**config.mk**
```make
export PLATFORM = sky130hd
export DESIGN_NAME = rgb_pwm_driver
export DESIGN_NICKNAME = d
export VERILOG_FILES = /design/src/rtl/rgb_pwm_driver.sv
export SDC_FILE = /design/constraint.sdc
export NUM_CORES = 1
export LEC_CHECK = 0
export ABC_AREA = 1
export CORE_MARGIN = 1.5
export CORE_UTILIZATION = 40
export CTS_CLUSTER_SIZE = 12
export DETAILED_ROUTE_END_ITERATION = 16
export HOLD_SLACK_MARGIN = 0.15
export PLACE_DENSITY_LB_ADDON = 0.1
export SLEW_MARGIN = 20
export SYNTH_ARGS = -nofsm -noshare
export SYNTH_HDL_FRONTEND = slang
export SYNTH_SLANG_ARGS = --single-unit
```
**constraint.sdc**
```tcl
create_clock -name clk -period 1.46 [get_ports clk]
set_input_delay 0.292 -clock clk [delete_from_list [all_inputs] [get_ports clk]]
set_output_delay 0.292 -clock clk [all_outputs]
set_load 0.01 [all_outputs]
```
**src/rtl/rgb_pwm_driver.sv**
```systemverilog
// RGB LED PWM driver with optional blink, fed by the 2-bit RGB comparator.
// Inputs are latched only at PWM period boundaries to avoid runt pulses.
module rgb_pwm_driver #(
    parameter int PRESCALE      = 4,
    parameter int PWM_BITS      = 4,
    parameter int BLINK_PERIODS = 8
) (
    input  logic                clk,
    input  logic                reset,
    input  logic                red,
    input  logic                green,
    input  logic                blue,
    input  logic [PWM_BITS-1:0] duty,
    input  logic                blink_en,
    output logic                led_r,
    output logic                led_g,
    output logic                led_b,
    output logic                period_start
);

    localparam int PW = (PRESCALE > 1) ? $clog2(PRESCALE) : 1;
    localparam int BW = (BLINK_PERIODS > 1) ? $clog2(BLINK_PERIODS) : 1;
    localparam logic [PW-1:0] PRESC_MAX = PW'(PRESCALE - 1);
    localparam logic [BW-1:0] BLINK_MAX = BW'(BLINK_PERIODS - 1);

    logic [PW-1:0]       r_presc_cnt;
    logic [PWM_BITS-1:0] r_pwm_cnt;
    logic [2:0]          r_color_q;
    logic [PWM_BITS-1:0] r_duty_q;
    logic                r_blink_en_q;
    logic [BW-1:0]       r_blink_cnt;
    logic                r_blink_phase;

    logic w_step;
    logic w_period_start;
    logic w_on;

    assign w_step         = (r_presc_cnt == PRESC_MAX);
    assign w_period_start = w_step & (&r_pwm_cnt);

    // Prescaler: one PWM step every PRESCALE clocks.
    always_ff @(posedge clk or posedge reset) begin
        if (reset) begin
            r_presc_cnt <= '0;
        end else if (w_step) begin
            r_presc_cnt <= '0;
        end else begin
            r_presc_cnt <= r_presc_cnt + 1'b1;
        end
    end

    // PWM step counter; wraps naturally at the end of each period.
    always_ff @(posedge clk or posedge reset) begin
        if (reset) begin
            r_pwm_cnt <= '0;
        end else if (w_step) begin
            r_pwm_cnt <= r_pwm_cnt + 1'b1;
        end
    end

    // Capture colour, duty and blink enable only at the period boundary.
    always_ff @(posedge clk or posedge reset) begin
        if (reset) begin
            r_color_q    <= '0;
            r_duty_q     <= '0;
            r_blink_en_q <= 1'b0;
        end else if (w_period_start) begin
            r_color_q    <= {red, green, blue};
            r_duty_q     <= duty;
            r_blink_en_q <= blink_en;
        end
    end

    // Blink phase: toggles every BLINK_PERIODS periods while enabled.
    always_ff @(posedge clk or posedge reset) begin
        if (reset) begin
            r_blink_cnt   <= '0;
            r_blink_phase <= 1'b1;
        end else if (w_period_start) begin
            if (!blink_en) begin
                r_blink_cnt   <= '0;
                r_blink_phase <= 1'b1;
            end else if (r_blink_cnt == BLINK_MAX) begin
                r_blink_cnt   <= '0;
                r_blink_phase <= ~r_blink_phase;
            end else begin
                r_blink_cnt <= r_blink_cnt + 1'b1;
            end
        end
    end

    assign w_on = (r_pwm_cnt < r_duty_q) & (~r_blink_en_q | r_blink_phase);

    assign led_r        = r_color_q[2] & w_on;
    assign led_g        = r_color_q[1] & w_on;
    assign led_b        = r_color_q[0] & w_on;
    assign period_start = w_period_start;

endmodule
```
After elaboration in Yosys (flattened, before gate mapping) --
Cells that the tools add are included.
Word-level totals: logic and storage cells 29, bits of input ports 10, bits in registers 18
Operators by class: bitwise gates (word level) 8, reductions and logical operators 2, add/subtract/negate cells 3, order comparisons 1, eq/ne operators 3, mux-type cells 5
Operator list (number):
- 3-bit two-way mux | 2
- 1-bit bitwise AND | 5
- 4-bit by 1-bit adder with 4-bit output (second input constant) | 1
- 4-bit < comparator | 1
- 4-bit AND reduction | 1
- 3-bit by 1-bit adder with 3-bit output (second input constant) | 1
- 3-bit equality test (second input constant) | 1
- 2-bit by 1-bit adder with 2-bit output (second input constant) | 1
- 2-bit equality test (second input constant) | 1
- 1-bit two-way mux | 2
- 2-bit two-way mux | 1
- 2-bit by 1-bit != test with 1-bit output (second input constant) | 1
- 1-bit inverter | 2
- 2-bit AND reduction | 1
- 1-bit OR | 1

Logic depth before layout (Yosys ltp) --
Gate-level depths: netlist of run 1.
word-level depth 4, mapped depth 7

Worst setup path before layout of run 1 --
OpenSTA, ideal clock, no wires.
path type register -> output, start reg r_pwm_cnt[3], end out led_b, required time 1168 ps, arrival time 1211 ps, path buffers 0, slack -43 ps, cell stages (with the launch flop) 6, cells stage by stage dfrtp_1 -> ha_1 -> a21o_1 -> nor2_1 -> nand2_1 -> nor2_1
On the way: word-level cells in the longest chain between the ends 3
Ends and longest elaborated chain:
- start, declared | line 27 | logic [PWM_BITS-1:0] r_pwm_cnt;
- start signal, assigned | line 57 | r_pwm_cnt <= r_pwm_cnt + 1'b1;
- 4-bit < comparator | line 92 | assign w_on = (r_pwm_cnt < r_duty_q) & (~r_blink_en_q | r_blink_phase);
- 1-bit bitwise AND | line 92
- 1-bit bitwise AND | line 96 | assign led_b = r_color_q[0] & w_on;
- end, declared | line 17 | output logic led_b,
No other way between the ends.

Final worst setup path of run 1 --
Ends and elaborated chain as after synthesis.

==> flow_metrics.env, run 1 <==
export IMPL_final_common_cell="nand2_1"
export IMPL_portBuffers=13
export IMPL_syn_to_final_growth_pct=31.97
export IMPL_synth_nets=110
export IMPL_cts_sinks=18
export IMPL_synth_xor_xnor_area_share_pct=2.970
export IMPL_cts_hold_buf=0
export IMPL_antenna_found_initial=0
export IMPL_finalNonFillerCells=149
export IMPL_required_ps=1170
export IMPL_hold_violations=0
export IMPL_dieArea_mm2=0.002503
export IMPL_hp_class="primary input to async pin"
export IMPL_firstDrtPassIters=5
export IMPL_initialDrtViolationCount=5
export IMPL_path_cells="ha_1, a21o_1, nor2_2, nand2_2, nor2_2, buf_2"
export IMPL_crit_path_end_kind="primary output"
export IMPL_synth_fa_ha_area_share_pct=9.901
export IMPL_fin_util_pct=57.74
export IMPL_slew_headroom_pct=83.53
export IMPL_final_area_mm2=0.001167
export IMPL_ff2ff_setup_slack_ps=160
export IMPL_htreeDepth=1
export IMPL_wl_per_cell_um=10.09
export IMPL_regToRegStartpoint="r_pwm_cnt[1]"
export IMPL_fin_crit_sh_pct=125.5
export IMPL_crit_cells=6
export IMPL_ys_seq_area_share_pct=51.06
export IMPL_dieWidth_um=50.03
export IMPL_yosys_warnings=0
export IMPL_fmax_mhz=545.6
export IMPL_cpPeakStageDelay_ps=390
export IMPL_synthCells=93
export IMPL_cp_start_kind="register"
export IMPL_clockBufferDepth=2
export IMPL_rows=16
export IMPL_arrival_ps=1540
export IMPL_dp_cells=143
export IMPL_power_internal_uw=628.1
export IMPL_rsz0062_at_grt="yes"
export IMPL_synth_cell_types=17
export IMPL_slowest_stage="dfrtp_1"
export IMPL_status="complete, but fails checks"
export IMPL_ff2ff_path_depth=7
export IMPL_dp_hpwl_um=1152
export IMPL_grt_ovfl_total=0
export IMPL_tightest_slew_ps=246.8
export IMPL_finalPower_uw=789.4
export IMPL_fillers=183
export IMPL_final_cell_mix="nand2_1 (25), dfrtp_1 (17), inv_1 (13)"
export IMPL_p_comb_share_pct=5.1
export IMPL_finalWeightedCongestion=0.6686
export IMPL_remaining_drc_errors=0
export IMPL_place_ws_ps=-504.0
export IMPL_finalSetupTns_ps=-1142
export IMPL_cp_common_cell="nor2_2"
export IMPL_die_h_um=50.03
export IMPL_clock_latency_ps=290
export IMPL_p_switching_uw=161.3
export IMPL_critPathKind="register to primary output"
export IMPL_cts_root_buffer="clkbuf_4"
export IMPL_fin_nets=140
export IMPL_reg2reg_to="r_blink_cnt[0]"
export IMPL_grt_pass1_vias=623
export IMPL_violations="negative setup slack"
export IMPL_initial_utilization_pct=43.75
export IMPL_setup_viol=4
export IMPL_postRouteWirelength_um=1503
export IMPL_pwr_share_clk_pct=31.8
export IMPL_vias_per_cell=4.295
export IMPL_synth_seq_cells=18
export IMPL_drive_gt1_share_pct=27.05
export IMPL_dpl_instance_area_mm2=0.001119
export IMPL_numCtsBuffers=3
export IMPL_ir_drop_mv=0.5066
export IMPL_ios=14
export IMPL_synth_top_family_by_area="simple AND/OR/NAND/NOR gates"
export IMPL_p_leak_nw=0.5878
export IMPL_crit_path_end="led_b"
export IMPL_critPathTopFamily="flip-flops"
export IMPL_grt_max_degree=19
export IMPL_grt_pass1_wl_um=2725
export IMPL_netlist_area_um2=884.6
export IMPL_layout_min_cycle_time_ps=1833
export IMPL_antenna_cells=0
export IMPL_fin_ws_ps=-372.7
export IMPL_fin_skew_ps=9.942
export IMPL_vias=640
export IMPL_syn_avg_cell_area_um2=9.512
export IMPL_powerDensity_mw_per_mm2=676.2
export IMPL_holdWs_ps=218.6
export IMPL_grt_usage_pct=14.09
export IMPL_cts_tree="built"
export IMPL_core_mm2=0.002022
export IMPL_seqPwrFrac_pct=63.1
export IMPL_crit_buf_inv=1
export IMPL_synthSimpleGateAreaFrac_pct=20.08
export IMPL_synth_compound_area_share_pct=5.941
export IMPL_crit_start="r_pwm_cnt[3]"
export IMPL_ant_nets=0
export IMPL_path_clk_slew_ps=90
export IMPL_yosys_mux_area_fraction_pct=1.273
export IMPL_drv_slew=0
export IMPL_sw_frac_of_total_pct=20.43
export IMPL_critPathMaxFanout=3
export IMPL_drv_cap=0
[area by class of cell]
class	count	area, um^2	area share, %
inverters	14	57.56	4.930
repair buffers	26	217.7	18.65
clock buffers	4	26.28	2.251
well taps	27	33.78	2.894
flip-flops and latches	18	451.7	38.69
multi-input cells	60	380.4	32.58
[repair_timing]
item                       4_1_cts  5_1_grt
gates resized for setup         21        1
setup endpoints to repair        4        4
gates cloned                     0        0
buffers inserted                 2        0
pin swaps                        4        6
[registers in the layout (all words and copies together) (netlist names)]
register	count
r_blink_cnt	3
r_blink_en_q	1
r_blink_phase	1
r_color_q	3
r_duty_q	4
r_presc_cnt	2
r_pwm_cnt	4
[Yosys cell counts (all sizes together)]
master	number	area, um^2
nand2	26	97.59
dfrtp	17	425.4
inv	14	57.56
nor2	10	42.54
o21ai	9	45.04
ha	7	87.58
nand4	2	27.53
xor2	2	17.52
a21o	1	7.510
buf	1	20.02
dfstp	1	26.28
mux2	1	11.26
nand3	1	10.01
xnor2	1	8.760
[layer usage]
| metal | part of all wire, % | GRT usage, % |
|---|---|---|
| met5 | 0 | 0 |
| met4 | 0 | 5.556 |
| met3 | 3.6 | 2.121 |
| met2 | 48 | 22.59 |
| met1 | 48 | 18.96 |
[worst min-delay path by stage]
stage / to / slack [ps] / cells after the start / startpoint
after floorplan: r_blink_cnt[0] / 230 / 1 / reset
after global placement: r_presc_cnt[0] / 420 / 1 / r_presc_cnt[0]
after detailed placement: r_presc_cnt[0] / 430 / 1 / r_presc_cnt[0]
after CTS: r_blink_cnt[2] / 210 / 2 / reset
after global routing: r_blink_cnt[2] / 240 / 2 / reset
final: r_blink_cnt[2] / 220 / 2 / reset
[logic make-up (layout without fill, tap and decap cells)]
kind of cell    Yosys count  in the layout
compound gates           10             10
xor+xnor                  3              3
fa+ha+maj                 7              7
buf+inv                  15             44
flops                    18             18
mux                       1              1
simple gates             39             39
[power by group through the flow]
| stage | clock [mW] | sequential [mW] | combinational [mW] |
|---|---|---|---|
| 6_report | 0.251 | 0.498 | 0.0404 |
| 5_1_grt | 0.291 | 0.499 | 0.0449 |
| 4_1_cts | 0.263 | 0.498 | 0.0418 |
| 3_5_place_dp | 0 | 0.508 | 0.0415 |
| 3_3_place_gp | 0 | 0.508 | 0.0409 |
| 2_1_floorplan | 0 | 0.508 | 0.0104 |
Note: power is estimated with default switching activity, not from simulation.
==> inputs of run 2 (changes only) <==
--- a/config.mk
+++ b/config.mk
@@ -6,12 +6,12 @@
 export NUM_CORES = 1
 export LEC_CHECK = 0
 export ABC_AREA = 1
+export ABC_CLOCK_PERIOD_IN_PS = 1460
 export CORE_MARGIN = 1.5
 export CORE_UTILIZATION = 40
 export CTS_CLUSTER_SIZE = 12
 export DETAILED_ROUTE_END_ITERATION = 16
 export HOLD_SLACK_MARGIN = 0.15
-export PLACE_DENSITY_LB_ADDON = 0.1
 export SLEW_MARGIN = 20
 export SYNTH_ARGS = -nofsm -noshare
 export SYNTH_HDL_FRONTEND = slang
==> run 2 against run 1 <==
The run still ends with negative setup slack left. Die area is the same. Critical path depth grew 1. Clock skew shrank 4.6 ps. Setup slack gained 78 ps. Worst hold slack lost 12 ps. Clock power grew 20%. Flip-flop and latch count is the same. Via count grew 3.0%. Critical path type unchanged. Critical endpoint is now led_g. Largest cell class unchanged.
==> flow_metrics.env, run 2 (synthesized netlist as in run 1, its figures left out) <==
export IMPL_ff2ff_setup_slack_ps=100
export IMPL_drv_slew=0
export IMPL_power_internal_uw=675.5
export IMPL_grt_max_degree=19
export IMPL_grt_pass1_wl_um=2829
export IMPL_finalWeightedCongestion=0.6819
export IMPL_grt_pass1_vias=682
export IMPL_grt_ovfl_total=0
export IMPL_layout_min_cycle_time_ps=1754
export IMPL_hold_violations=0
export IMPL_fin_util_pct=59.22
export IMPL_status="complete, but fails checks"
export IMPL_critPathMaxFanout=3
export IMPL_cp_start_kind="register"
export IMPL_wl_per_cell_um=10.31
export IMPL_final_common_cell="nand2_1"
export IMPL_fillers=172
export IMPL_dieWidth_um=50.03
export IMPL_regToRegStartpoint="r_pwm_cnt[1]"
export IMPL_htreeDepth=1
export IMPL_powerDensity_mw_per_mm2=704.1
export IMPL_seq_area_um2=451.7
export IMPL_pwr_share_clk_pct=35.8
export IMPL_cts_sinks=18
export IMPL_dpl_instance_area_mm2=0.001126
export IMPL_tightest_slew_ps=248.5
export IMPL_multi_input_area_um2=392.9
export IMPL_clock_latency_ps=290
export IMPL_core_mm2=0.002022
export IMPL_path_clk_slew_ps=100
export IMPL_p_comb_share_pct=5.0
export IMPL_reg2reg_to="r_duty_q[3]"
export IMPL_rows=16
export IMPL_fin_ws_ps=-294.3
export IMPL_drive_gt1_share_pct=30.08
export IMPL_slew_headroom_pct=83.41
export IMPL_fmax_mhz=570.0
export IMPL_vias=659
export IMPL_drv_cap=0
export IMPL_antenna_found_initial=0
export IMPL_crit_path_end_kind="primary output"
export IMPL_fin_skew_ps=5.318
export IMPL_cts_hold_buf=0
export IMPL_grt_usage_pct=14.84
export IMPL_finalPower_uw=843.1
export IMPL_fin_crit_sh_pct=120.2
export IMPL_fin_nets=141
export IMPL_critPathKind="register to primary output"
export IMPL_seqPwrFrac_pct=59.1
export IMPL_hp_class="primary input to async pin"
export IMPL_portBuffers=13
export IMPL_dieArea_mm2=0.002503
export IMPL_final_area_mm2=0.001197
export IMPL_p_switching_uw=167.6
export IMPL_dp_hpwl_um=1158
export IMPL_top_regs="r_duty_q: 4 flops, r_pwm_cnt: 4 flops"
export IMPL_initial_utilization_pct=43.75
export IMPL_vias_per_cell=4.393
export IMPL_holdWs_ps=206.2
export IMPL_violations="negative setup slack"
export IMPL_antenna_cells=0
export IMPL_place_ws_ps=-478.5
export IMPL_setup_viol=4
export IMPL_postRouteWirelength_um=1546
export IMPL_firstDrtPassIters=3
export IMPL_arrival_ps=1460
export IMPL_cts_root_buffer="clkbuf_4"
export IMPL_required_ps=1170
export IMPL_syn_to_final_growth_pct=35.36
export IMPL_ant_nets=0
export IMPL_final_cell_mix="nand2_1 (25), dfrtp_1 (17), buf_4 (13)"
export IMPL_numCtsBuffers=3
export IMPL_remaining_drc_errors=0
export IMPL_ios=14
export IMPL_rsz0062_at_grt="yes"
export IMPL_initialDrtViolationCount=4
export IMPL_clockBufferDepth=2
export IMPL_p_leak_nw=0.6026
export IMPL_sw_frac_of_total_pct=19.88
export IMPL_ir_drop_mv=0.4426
export IMPL_cts_tree="built"
export IMPL_die_h_um=50.03
export IMPL_ff2ff_path_depth=8
run 2: changes by cell type in the layout (fill, tap and decap cells not counted):
cell      previous run  this run
o21ai_0              9         8
inv_2                0         1
clkbuf_1             1         0
ha_4                 1         2
clkbuf_8             0         1
o21ai_1              0         1
inv_1               13        12
ha_1                 6         5
buf_4               12        13
run 2: power by group through the flow:
stage | combinational [mW] | clock, mW | sequential [mW]
after floorplan | 0.0104 | 0 | 0.508
after global placement | 0.0429 | 0 | 0.508
after detailed placement | 0.0438 | 0 | 0.508
after CTS | 0.0441 | 0.321 | 0.498
after global routing | 0.0479 | 0.334 | 0.499
final | 0.0426 | 0.302 | 0.498
run 2: worst max-delay path, stage by stage (launching register included):
cell	delay, ps
dfrtp_1	380
inv_2	70
ha_4	200
a21o_1	160
nor2_2	90
nand2_2	80
nor2_2	70
buf_2	120
run 2: worst max-delay path by stage:
stage	to	start	slack, ps	cells after the start
floorplan	led_b	r_pwm_cnt[3]	-20	5
global placement	led_b	r_pwm_cnt[3]	-460	6
detailed placement	led_b	r_pwm_cnt[3]	-480	6
CTS	led_g	r_pwm_cnt[3]	-410	6
global route	led_b	r_pwm_cnt[1]	-410	7
finish	led_g	r_duty_q[3]	-290	7
run 2: what timing repair did:
item                                    4_1_cts  5_1_grt
pin swaps                                     5        3
endpoints found under the hold margin         0        0
endpoints found under the setup margin        4        4
gates cloned                                  0        0
resized for setup                            21        4
setup buffers                                 2        1
run 2: area by class of cell:
type                       count  share of cell area, %
multi-input combinational     60                  32.81
inverter                      14                  4.807
tap                           27                  2.821
clock buffer                   4                  3.030
sequential                    18                  37.72
timing repair buffer          27                  18.81
run 2: through the flow:
stage / TNS [ps] / std cells
4_1_cts: -1287 / 149
5_1_grt: -1425 / 150
2_1_floorplan: -21.41 / 93
3_5_place_dp: -1615 / 144
6_report: -1018 / 150
3_3_place_gp: -1553 / 144
run 2: per-layer routing:
metal	vias up	wire length [um]	global-route usage, %
met2	10	756	23.46
met4	0	14	8.333
met5	-	0	0
met1	296	724	19.49
li1	351	-	-
met3	2	51	1.818
